--- config.mk ---
export PLATFORM = sky130hd
export DESIGN_NAME = dr_wave_counter
export DESIGN_NICKNAME = d
export VERILOG_FILES = /design/src/rtl/dr_pkg.sv /design/src/rtl/dr_digit_link.sv /design/src/rtl/dr_wave_counter.sv
export SDC_FILE = /design/constraint.sdc
export NUM_CORES = 1
export LEC_CHECK = 0
export CAP_MARGIN = 20
export CORE_AREA = 2 2 120 122
export CTS_BUF_LIST = sky130_fd_sc_hd__clkbuf_8
export CTS_CLUSTER_DIAMETER = 60
export DETAILED_ROUTE_END_ITERATION = 7
export DIE_AREA = 0 0 122 124
export PLACE_DENSITY = 0.82
export SYNTH_ARGS = -nofsm -noshare
export SYNTH_HDL_FRONTEND = slang
export SYNTH_HIERARCHICAL = 1
export SYNTH_SLANG_ARGS = --single-unit
--- constraint.sdc ---
create_clock -name clk -period 4.7 [get_ports clk]
set_input_delay 1.41 -clock clk [delete_from_list [all_inputs] [get_ports clk]]
set_output_delay 1.41 -clock clk [all_outputs]
set_load 0.02 [all_outputs]
--- src/rtl/dr_pkg.sv ---
// ============================================================================
// Module   : dr_pkg
// Purpose  : Dual-rail digit encodings and wave phase type shared by the
//            dr_wave_counter block.
// Revision : 1.0 - initial release
// ============================================================================
`default_nettype none

package dr_pkg;

  typedef logic [1:0] dr_digit_t;

  localparam dr_digit_t DR_NULL  = 2'b00;
  localparam dr_digit_t DR_DATA0 = 2'b01;
  localparam dr_digit_t DR_DATA1 = 2'b10;

  typedef enum logic [0:0] {
    PH_DATA = 1'b0,
    PH_NULL = 1'b1
  } phase_t;

  function automatic dr_digit_t dr_encode(input logic b);
    return b ? DR_DATA1 : DR_DATA0;
  endfunction

endpackage

`default_nettype wire

--- src/rtl/dr_digit_link.sv ---
// ============================================================================
// Module   : dr_digit_link
// Purpose  : One dual-rail output digit with its four-phase handshake and
//            completeness terms. Optional checks: DR_WAVE_COUNTER_PROTOCOL_CHECK_EN.
// Revision : 1.0 - initial release
// ============================================================================
`default_nettype none

module dr_digit_link
  import dr_pkg::*;
(
  input  logic       clk,
  input  logic       init_n,
  input  logic       data_phase,
  input  logic       val,
  input  logic       comp,
  output logic [1:0] rails,
  output logic       done_data,
  output logic       done_null
`ifdef DR_WAVE_COUNTER_PROTOCOL_CHECK_EN
  ,
  output logic       viol
`endif
);

  dr_digit_t r_rails;

  always_ff @(posedge clk or negedge init_n) begin
    if (!init_n) begin
      r_rails <= DR_NULL;
    end else if (data_phase && (r_rails == DR_NULL) && !comp) begin
      r_rails <= dr_encode(val);
    end else if (!data_phase && (r_rails != DR_NULL) && comp) begin
      r_rails <= DR_NULL;
    end
  end

  assign rails     = r_rails;
  assign done_data = (r_rails != DR_NULL) && comp;
  assign done_null = (r_rails == DR_NULL) && !comp;

`ifdef DR_WAVE_COUNTER_PROTOCOL_CHECK_EN
  // Remembers that the previous cycle was already NULL within the DATA phase.
  logic r_null_seen;

  always_ff @(posedge clk or negedge init_n) begin
    if (!init_n) begin
      r_null_seen <= 1'b0;
    end else begin
      r_null_seen <= data_phase && (r_rails == DR_NULL);
    end
  end

  assign viol = (data_phase && (r_rails == DR_NULL) && comp && r_null_seen) ||
                (!data_phase && (r_rails != DR_NULL) && !comp);
`endif

endmodule

`default_nettype wire

--- src/rtl/dr_wave_counter.sv ---
// ============================================================================
// Module   : dr_wave_counter
// Purpose  : Loadable up/down counter emitted as dual-rail NULL/DATA waves,
//            one handshake link per digit plus a carry-out digit.
//            Optional macro: DR_WAVE_COUNTER_PROTOCOL_CHECK_EN (adds proto_err).
// Revision : 1.0 - initial release
// ============================================================================
`default_nettype none

module dr_wave_counter
  import dr_pkg::*;
#(
  parameter int                 DIGITS     = 32,
  parameter logic [DIGITS-1:0]  INIT_VALUE = '0
) (
  input  logic                  clk,
  input  logic                  init_n,
  input  logic                  en,
  input  logic                  up,
  input  logic                  load,
  input  logic [DIGITS-1:0]     load_val,
  output logic [2*DIGITS-1:0]   sum,
  input  logic [DIGITS-1:0]     sum_comp,
  output logic [1:0]            carryout,
  input  logic                  carryout_comp
`ifdef DR_WAVE_COUNTER_PROTOCOL_CHECK_EN
  ,
  output logic                  proto_err
`endif
);

  phase_t            r_phase;
  logic [DIGITS-1:0] r_cnt;
  logic              r_wrap;

  logic [DIGITS:0]   w_val;
  logic [DIGITS:0]   w_comp;
  logic [DIGITS:0]   w_done_data;
  logic [DIGITS:0]   w_done_null;
  logic [1:0]        w_rails [DIGITS+1];
  logic              w_all_data;
  logic              w_all_null;
  logic              w_data_phase;

  // The carry-out link is simply the top lane of the link array.
  assign w_val        = {r_wrap, r_cnt};
  assign w_comp       = {carryout_comp, sum_comp};
  assign w_data_phase = (r_phase == PH_DATA);
  assign w_all_data   = &w_done_data;
  assign w_all_null   = &w_done_null;

`ifdef DR_WAVE_COUNTER_PROTOCOL_CHECK_EN
  logic [DIGITS:0] w_viol;
`endif

  for (genvar i = 0; i <= DIGITS; i++) begin : g_link
    dr_digit_link u_link (
      .clk        (clk),
      .init_n     (init_n),
      .data_phase (w_data_phase),
      .val        (w_val[i]),
      .comp       (w_comp[i]),
      .rails      (w_rails[i]),
      .done_data  (w_done_data[i]),
      .done_null  (w_done_null[i])
`ifdef DR_WAVE_COUNTER_PROTOCOL_CHECK_EN
      ,
      .viol       (w_viol[i])
`endif
    );

    if (i < DIGITS) begin : g_sum
      assign sum[2*i+1 -: 2] = w_rails[i];
    end else begin : g_carry
      assign carryout = w_rails[i];
    end
  end

  // Count state changes only on the DATA->NULL wave commit.
  always_ff @(posedge clk or negedge init_n) begin
    if (!init_n) begin
      r_phase <= PH_DATA;
      r_cnt   <= INIT_VALUE;
      r_wrap  <= 1'b0;
    end else begin
      case (r_phase)
        PH_DATA: begin
          if (w_all_data) begin
            r_phase <= PH_NULL;
            if (load) begin
              r_cnt  <= load_val;
              r_wrap <= 1'b0;
            end else if (en && up) begin
              r_cnt  <= r_cnt + 1'b1;
              r_wrap <= &r_cnt;
            end else if (en) begin
              r_cnt  <= r_cnt - 1'b1;
              r_wrap <= ~|r_cnt;
            end else begin
              r_wrap <= 1'b0;
            end
          end
        end
        PH_NULL: begin
          if (w_all_null) begin
            r_phase <= PH_DATA;
          end
        end
        default: r_phase <= PH_DATA;
      endcase
    end
  end

`ifdef DR_WAVE_COUNTER_PROTOCOL_CHECK_EN
  logic r_proto_err;

  always_ff @(posedge clk or negedge init_n) begin
    if (!init_n) begin
      r_proto_err <= 1'b0;
    end else if (|w_viol) begin
      r_proto_err <= 1'b1;
`ifndef SYNTHESIS
      if (!r_proto_err) begin
        $error("dr_wave_counter: handshake protocol violation, links %b", w_viol);
      end
`endif
    end
  end

  assign proto_err = r_proto_err;
`endif

endmodule

`default_nettype wire

==> results_dict.tcl, run 1 <==
set metrics [dict create \
    maxCapViolations 0 \
    crit-reg2reg-capture "r_cnt[26]" \
    synth_simple_gate_area_share_pct 31.39 \
    synthTopCellsByArea "dfrtp_1, a211o_1, and4bb_1, ha_1, o21a_1" \
    post-route-period-util_pct 89.89 \
    h-tree-depth 3 \
    area_delta_synth_final_pct 24.56 \
    antenna_found_initial 0 \
    fin_crit_ns 4.225 \
    rows 43 \
    vias_per_cell 6.385 \
    initial_core_util_pct 53.99 \
    critPathLaunchType "input port" \
    setup_viol 0 \
    synth-edff-count 0 \
    power_frac_comb_pct 15.5 \
    synth_cells 803 \
    place_hpwl_um 15860 \
    power.switching_mw 0.4595 \
    timing.rr.start "r_cnt[0]" \
    yosysTopAreaCell "dfrtp_1" \
    criticalPathCategory "in -> reg" \
    wire_per_inst_um 18.70 \
    cp-endpoint "r_cnt[23]" \
    ant_nets 0 \
    fp.dieArea_mm2 0.01513 \
    p_clk_share_pct 34.6 \
    finalSetupTns_ns 0 \
    cts.sink_count 100 \
    tightest_slew_ns 1.095 \
    gp_congestion 0.9614 \
    fmax_mhz 236.7 \
    setup_slack_ns 0.4750 \
    grtUsageTotal_pct 28.41 \
    synth_seq_cells 100 \
    core_mm2 0.01372 \
    synthArstFlopShare_pct 100.0 \
    vias 7228 \
    synth_compound_area_share_pct 23.60 \
    worstSetupEndpointType "flop" \
    synth-xor-area-share_pct 2.956 \
    p_int_mw 1.264 \
    cts_resized 0 \
    grt_pass1_vias 6630 \
    vdd_ir_drop_max_v 0.0001240 \
    power.density_mw_per_mm2 186.8 \
    cts_hold_buffers 0 \
    crit_start "en" \
    rsz0062_at_grt "false" \
    fin_nets 1051 \
    grt_first_pass_wirelength_um 33550 \
    yosysMostFrequentCell "dfrtp_1" \
    post_synth_fa_ha_maj_area_fraction_pct 5.845 \
    reg2reg_slack_ns 1.69 \
    p_seq_share_pct 49.9 \
    clk_transition_reported_paths_ns 0.11 \
    seq_area_frac_synth_pct 33.78 \
    yosys_most_used_dff "dfrtp_1" \
    worstSkewPairLatency_ns 0.39 \
    syn_nets 907 \
    drive_gt1_share_pct 3.992 \
    synth_area_per_cell_um2 9.224 \
    root_buffer "clkbuf_8" \
    grt_max_degree 133 \
    cp_max_fo 13 \
    synthTopCellsByCount "dfrtp_1, a211o_1, nand2_1" \
    required_ns 4.94 \
    drt_pass1_iterations 5 \
    overflow 0 \
    post-cts-setup-buffers 0 \
    slew_headroom_pct 27.02 \
    fin_skew_ns 0.01084 \
    whs_ns 0.5297 \
    holdPathStages 2 \
    arrival_ns 4.47 \
    port_buffers 135 \
    yosysWarnings 6 \
    cts_buffers 9 \
    n_antenna_cell 0 \
    hold_path_class "reg -> reg" \
    synth.area.mux_share_pct 0.9459 \
    hold_viol 0 \
    slew_viol_final 0 \
    status "completed" \
    synthDominantCellAreaShare_pct 33.78 \
    place_ws_ns 0.1021 \
    clockBufferDepth 2 \
    r2r.worst_path.cells 10 \
    drt_first_iter_violations 596 \
    die_h_um 124 \
    power_leakage_nw 4.181 \
    route.detailed.drc 0 \
    synth_top_family_by_area "simple AND/OR/NAND/NOR gates" \
    netlist_area_mm2 0.007407 \
    finalWirelength_um 21170 \
    die_x_um 122 \
    ios 136 \
    synth_cell_type_count 62 \
    cts_tree "done" \
    swShare_pct 26.67 \
]
per-layer routing:
| layer | wire length, um | vias to the layer above | GRT usage (%) | part of all wire (%) |
|---|---|---|---|---|
| met1 | 9203 | 3491 | 38.53 | 43 |
| met5 | 0 | - | 0 | 0 |
| li1 | - | 3427 | - | - |
| met4 | 644 | 0 | 12.00 | 3.0 |
| met3 | 1610 | 44 | 4.304 | 7.6 |
| met2 | 9711 | 266 | 45.50 | 46 |
through the flow:
stage | std cells | util (%) | area, um^2 | power (mW)
after floorplan | 803 | - | 7407 | 1.012
after global routing | 1132 | 67.25 | 9226 | 1.794
after detailed placement | 1116 | 65.73 | 9017 | 1.140
after global placement | 1116 | 65.73 | 9017 | 1.137
after CTS | 1132 | 67.25 | 9226 | 1.733
final | 1132 | 67.25 | 9226 | 1.723
final cells by class:
class / count / area, um^2
Clock buffer: 11 / 151.4
Multi-Input combinational cell: 675 / 4795
Clock inverter: 5 / 57.56
Sequential cell: 100 / 2502
Timing Repair Buffer: 148 / 1446
Tap cell: 180 / 225.2
Fill cell: 1192 / 4493
Inverter: 13 / 48.80
worst min-delay path by stage:
stage / startpoint / to / slack [ns]
4_1_cts: r_wrap / r_wrap / 0.53
3_3_place_gp: r_wrap / r_wrap / 0.50
2_1_floorplan: r_wrap / r_wrap / 0.45
6_report: r_wrap / r_wrap / 0.53
5_1_grt: r_wrap / r_wrap / 0.56
3_5_place_dp: r_wrap / r_wrap / 0.51
critical path: stages:
cell and delay [ns]:
clkdlybuf4s50_1 0.53, nand2_1 0.17, buf_4 0.24, ha_1 0.34
o211ai_1 0.12, o21a_2 0.25, a2111oi_4 0.41, nor3_2 0.12
o31ai_2 0.41, a2111oi_0 0.18, a41oi_1 0.18, a31oi_1 0.10
state kept, by name, indices dropped and copies added (netlist names):
signal	cells
g_link.u_link/rails	66
r_cnt	32
r_phase	1
r_wrap	1
cells in the final DEF (no fill, tap or decap), types with 6 or more instances in the layout:
master / netlist / layout
buf_4: 1 / 14
and4bb_1: 33 / 33
nor4_1: 13 / 13
a21oi_1: 50 / 50
xnor2_1: 13 / 13
nor4b_1: 34 / 34
and2b_1: 34 / 34
nand4_1: 33 / 33
a21o_1: 13 / 13
o21ai_0: 24 / 24
nor2_1: 34 / 34
clkbuf_8: 0 / 11
mux2i_1: 7 / 7
nor2b_1: 38 / 38
inv_1: 12 / 11
nand2_1: 61 / 61
or3_1: 6 / 6
nand3_1: 15 / 15
clkdlybuf4s50_1: 0 / 134
nor3_1: 45 / 45
o21ai_1: 10 / 10
xor2_1: 12 / 12
o21a_1: 41 / 41
ha_1: 33 / 33
a211o_1: 68 / 68
dfrtp_1: 100 / 100
power groups by stage:
stage          Clock, mW  Combinational (mW)  Sequential, mW
2_1_floorplan          0               0.136           0.877
3_3_place_gp           0               0.260           0.877
3_5_place_dp           0               0.263           0.877
4_1_cts            0.609               0.264           0.860
5_1_grt            0.641               0.292           0.860
6_report           0.597               0.267           0.860
kinds of logic after synthesis:
family	after synthesis
AOI/OAI and AO/OA	244
xor gates and xnor gates	25
adders and majority gates	34
buffers and inverters	28
DFF	100
muxes	7
and+or+nand+nor	365
Note: power is estimated with default switching activity, not from simulation.
==> run 2: changes to the inputs <==
--- a/config.mk
+++ b/config.mk
@@ -6,12 +6,14 @@
 export NUM_CORES = 1
 export LEC_CHECK = 0
 export CAP_MARGIN = 20
-export CORE_AREA = 2 2 120 122
+export CELL_PAD_IN_SITES_DETAIL_PLACEMENT = 1
+export CELL_PAD_IN_SITES_GLOBAL_PLACEMENT = 1
+export CORE_AREA = 2 2 136 138
 export CTS_BUF_LIST = sky130_fd_sc_hd__clkbuf_8
 export CTS_CLUSTER_DIAMETER = 60
 export DETAILED_ROUTE_END_ITERATION = 7
-export DIE_AREA = 0 0 122 124
-export PLACE_DENSITY = 0.82
+export DIE_AREA = 0 0 138 140
+export PLACE_DENSITY_LB_ADDON = 0.1
 export SYNTH_ARGS = -nofsm -noshare
 export SYNTH_HDL_FRONTEND = slang
 export SYNTH_HIERARCHICAL = 1
==> run 2 against run 1 <==
Net effect: sequential power barely moved; clock power increased by 6.7%; register-to-register slack worse by 0.07 ns; design area rose by 1.0%; hold slack better by 0.051 ns; critical endpoint is now r_cnt[26]; largest cell class unchanged.
==> results_dict.tcl, run 2 (synthesis gave the netlist of run 1 again) <==
set metrics [dict create \
    grtUsageTotal_pct 26.68 \
    clockBufferDepth 2 \
    port_buffers 135 \
    rsz0062_at_grt "false" \
    critPathLaunchType "input port" \
    core_mm2 0.01778 \
    crit_start "en" \
    ant_nets 0 \
    grt_first_pass_wirelength_um 41690 \
    clk_transition_reported_paths_ns 0.10 \
    maxCapViolations 0 \
    criticalPathCategory "in -> reg" \
    wire_per_inst_um 21.97 \
    fp.dieArea_mm2 0.01932 \
    fillers 2014 \
    die_h_um 140 \
    root_buffer "clkbuf_8" \
    status "completed" \
    antenna_found_initial 0 \
    cts_buffers 9 \
    vdd_ir_drop_max_v 0.0001550 \
    hold_viol 0 \
    rows 49 \
    worstSetupEndpointType "flop" \
    required_ns 5.02 \
    drt_first_iter_violations 395 \
    grt_pass1_vias 7701 \
    slew_headroom_pct 35.73 \
    vias_per_cell 6.224 \
    h-tree-depth 3 \
    slew_viol_final 0 \
    fin_nets 1051 \
    power_leakage_nw 4.194 \
    placedCellCount 1164 \
    initial_core_util_pct 41.66 \
    finalSetupTns_ns 0 \
    tightest_slew_ns 0.9640 \
    setup_viol 0 \
    seq_area_mm2 0.002502 \
    multi_input_area_mm2 0.004795 \
    vias 7350 \
    drt_pass1_iterations 4 \
    hold_path_class "reg -> reg" \
    grt_max_degree 133 \
    cts.sink_count 100 \
    n_antenna_cell 0 \
    route.detailed.drc 0 \
    place_hpwl_um 19610 \
    die_x_um 138 \
    drive_gt1_share_pct 3.992 \
    power.density_mw_per_mm2 190.2 \
    post-cts-setup-buffers 0 \
    largest_register_ffs 66 \
    overflow 0 \
    ios 136 \
    timing.rr.start "r_cnt[0]" \
    finalWirelength_um 25940 \
    arrival_ns 4.44 \
    layout_commonest_cell "clkdlybuf4s50_1" \
    min_from "r_phase" \
    cp_max_fo 26 \
    instances_no_fill 1181 \
    final_cell_mix "clkdlybuf4s50_1, dfrtp_1, a211o_1" \
    gp_congestion 0.9693 \
    worstSkewPairLatency_ns 0.41 \
    cts_hold_buffers 0 \
    cts_tree "done" \
    fin_skew_ns 0.02076 \
    area_delta_synth_final_pct 25.83 \
    post-route-period-util_pct 87.69 \
    fmax_mhz 242.6 \
    whs_ns 0.5806 \
    fin_crit_ns 4.122 \
    cts_resized 0 \
]
==> run 2: metrics by stage <==
| stage | utilization (%) | power, mW | cell area (um^2) | worst slack (ns) |
|---|---|---|---|---|
| floorplan | - | 1.012 | 7407 | 0.3344 |
| global placement | 51.09 | 1.140 | 9084 | 0.2575 |
| detailed placement | 51.09 | 1.152 | 9084 | 0.1572 |
| CTS | 52.31 | 1.785 | 9300 | 0.5727 |
| global route | 52.42 | 1.846 | 9320 | 0.3518 |
| finish | 52.42 | 1.773 | 9320 | 0.5785 |
==> run 2: layout make-up <==
type,count,share of cell area (%)
Multi-Input combinational cell,675,51.44
Sequential cell,100,26.85
Timing Repair Buffer,148,15.79
Tap cell,229,3.074
Clock buffer,10,1.477
Clock inverter,6,0.8458
Inverter,13,0.5236
==> run 2: worst paths after layout <==
kind,end,cells after the start,slack (ns)
max,r_cnt[26],14,0.58
min,r_phase,2,0.58
max reg2reg,r_cnt[26],11,1.62
min reg2reg,r_phase,2,0.58
max in group asynchronous,g_link[23].u_link/rails[1],2,2.69
min in group asynchronous,g_link[9].u_link/rails[1],1,1.12
==> run 2: worst max-delay path, stage by stage <==
cell	delay [ns]
clkdlybuf4s50_1	0.42
nand2_1	0.11
buf_12	0.19
inv_1	0.09
fa_1	0.38
and2b_1	0.25
o211ai_1	0.11
a211o_1	0.35
a31oi_1	0.19
buf_4	0.16
a41o_1	0.27
a41oi_1	0.17
xor2_1	0.17
a31oi_1	0.16
==> run 2: per-layer routing <==
layer | vias to the layer above | share of wire (%) | GRT usage [%]
met5 | - | 0 | 0
met4 | 0 | 1.6 | 5.908
met3 | 35 | 4.0 | 3.726
met2 | 174 | 50 | 46.64
met1 | 3716 | 45 | 35.29
li1 | 3425 | - | -
==> run 2: where the power goes <==
part           switching (mW)  internal [mW]  leakage [nW]  total (mW)
registers           0.0000174          0.860          1.22       0.860
logic                   0.148          0.128          2.86       0.276
clock network           0.364          0.273         0.111       0.637
total                   0.512           1.26          4.19        1.77
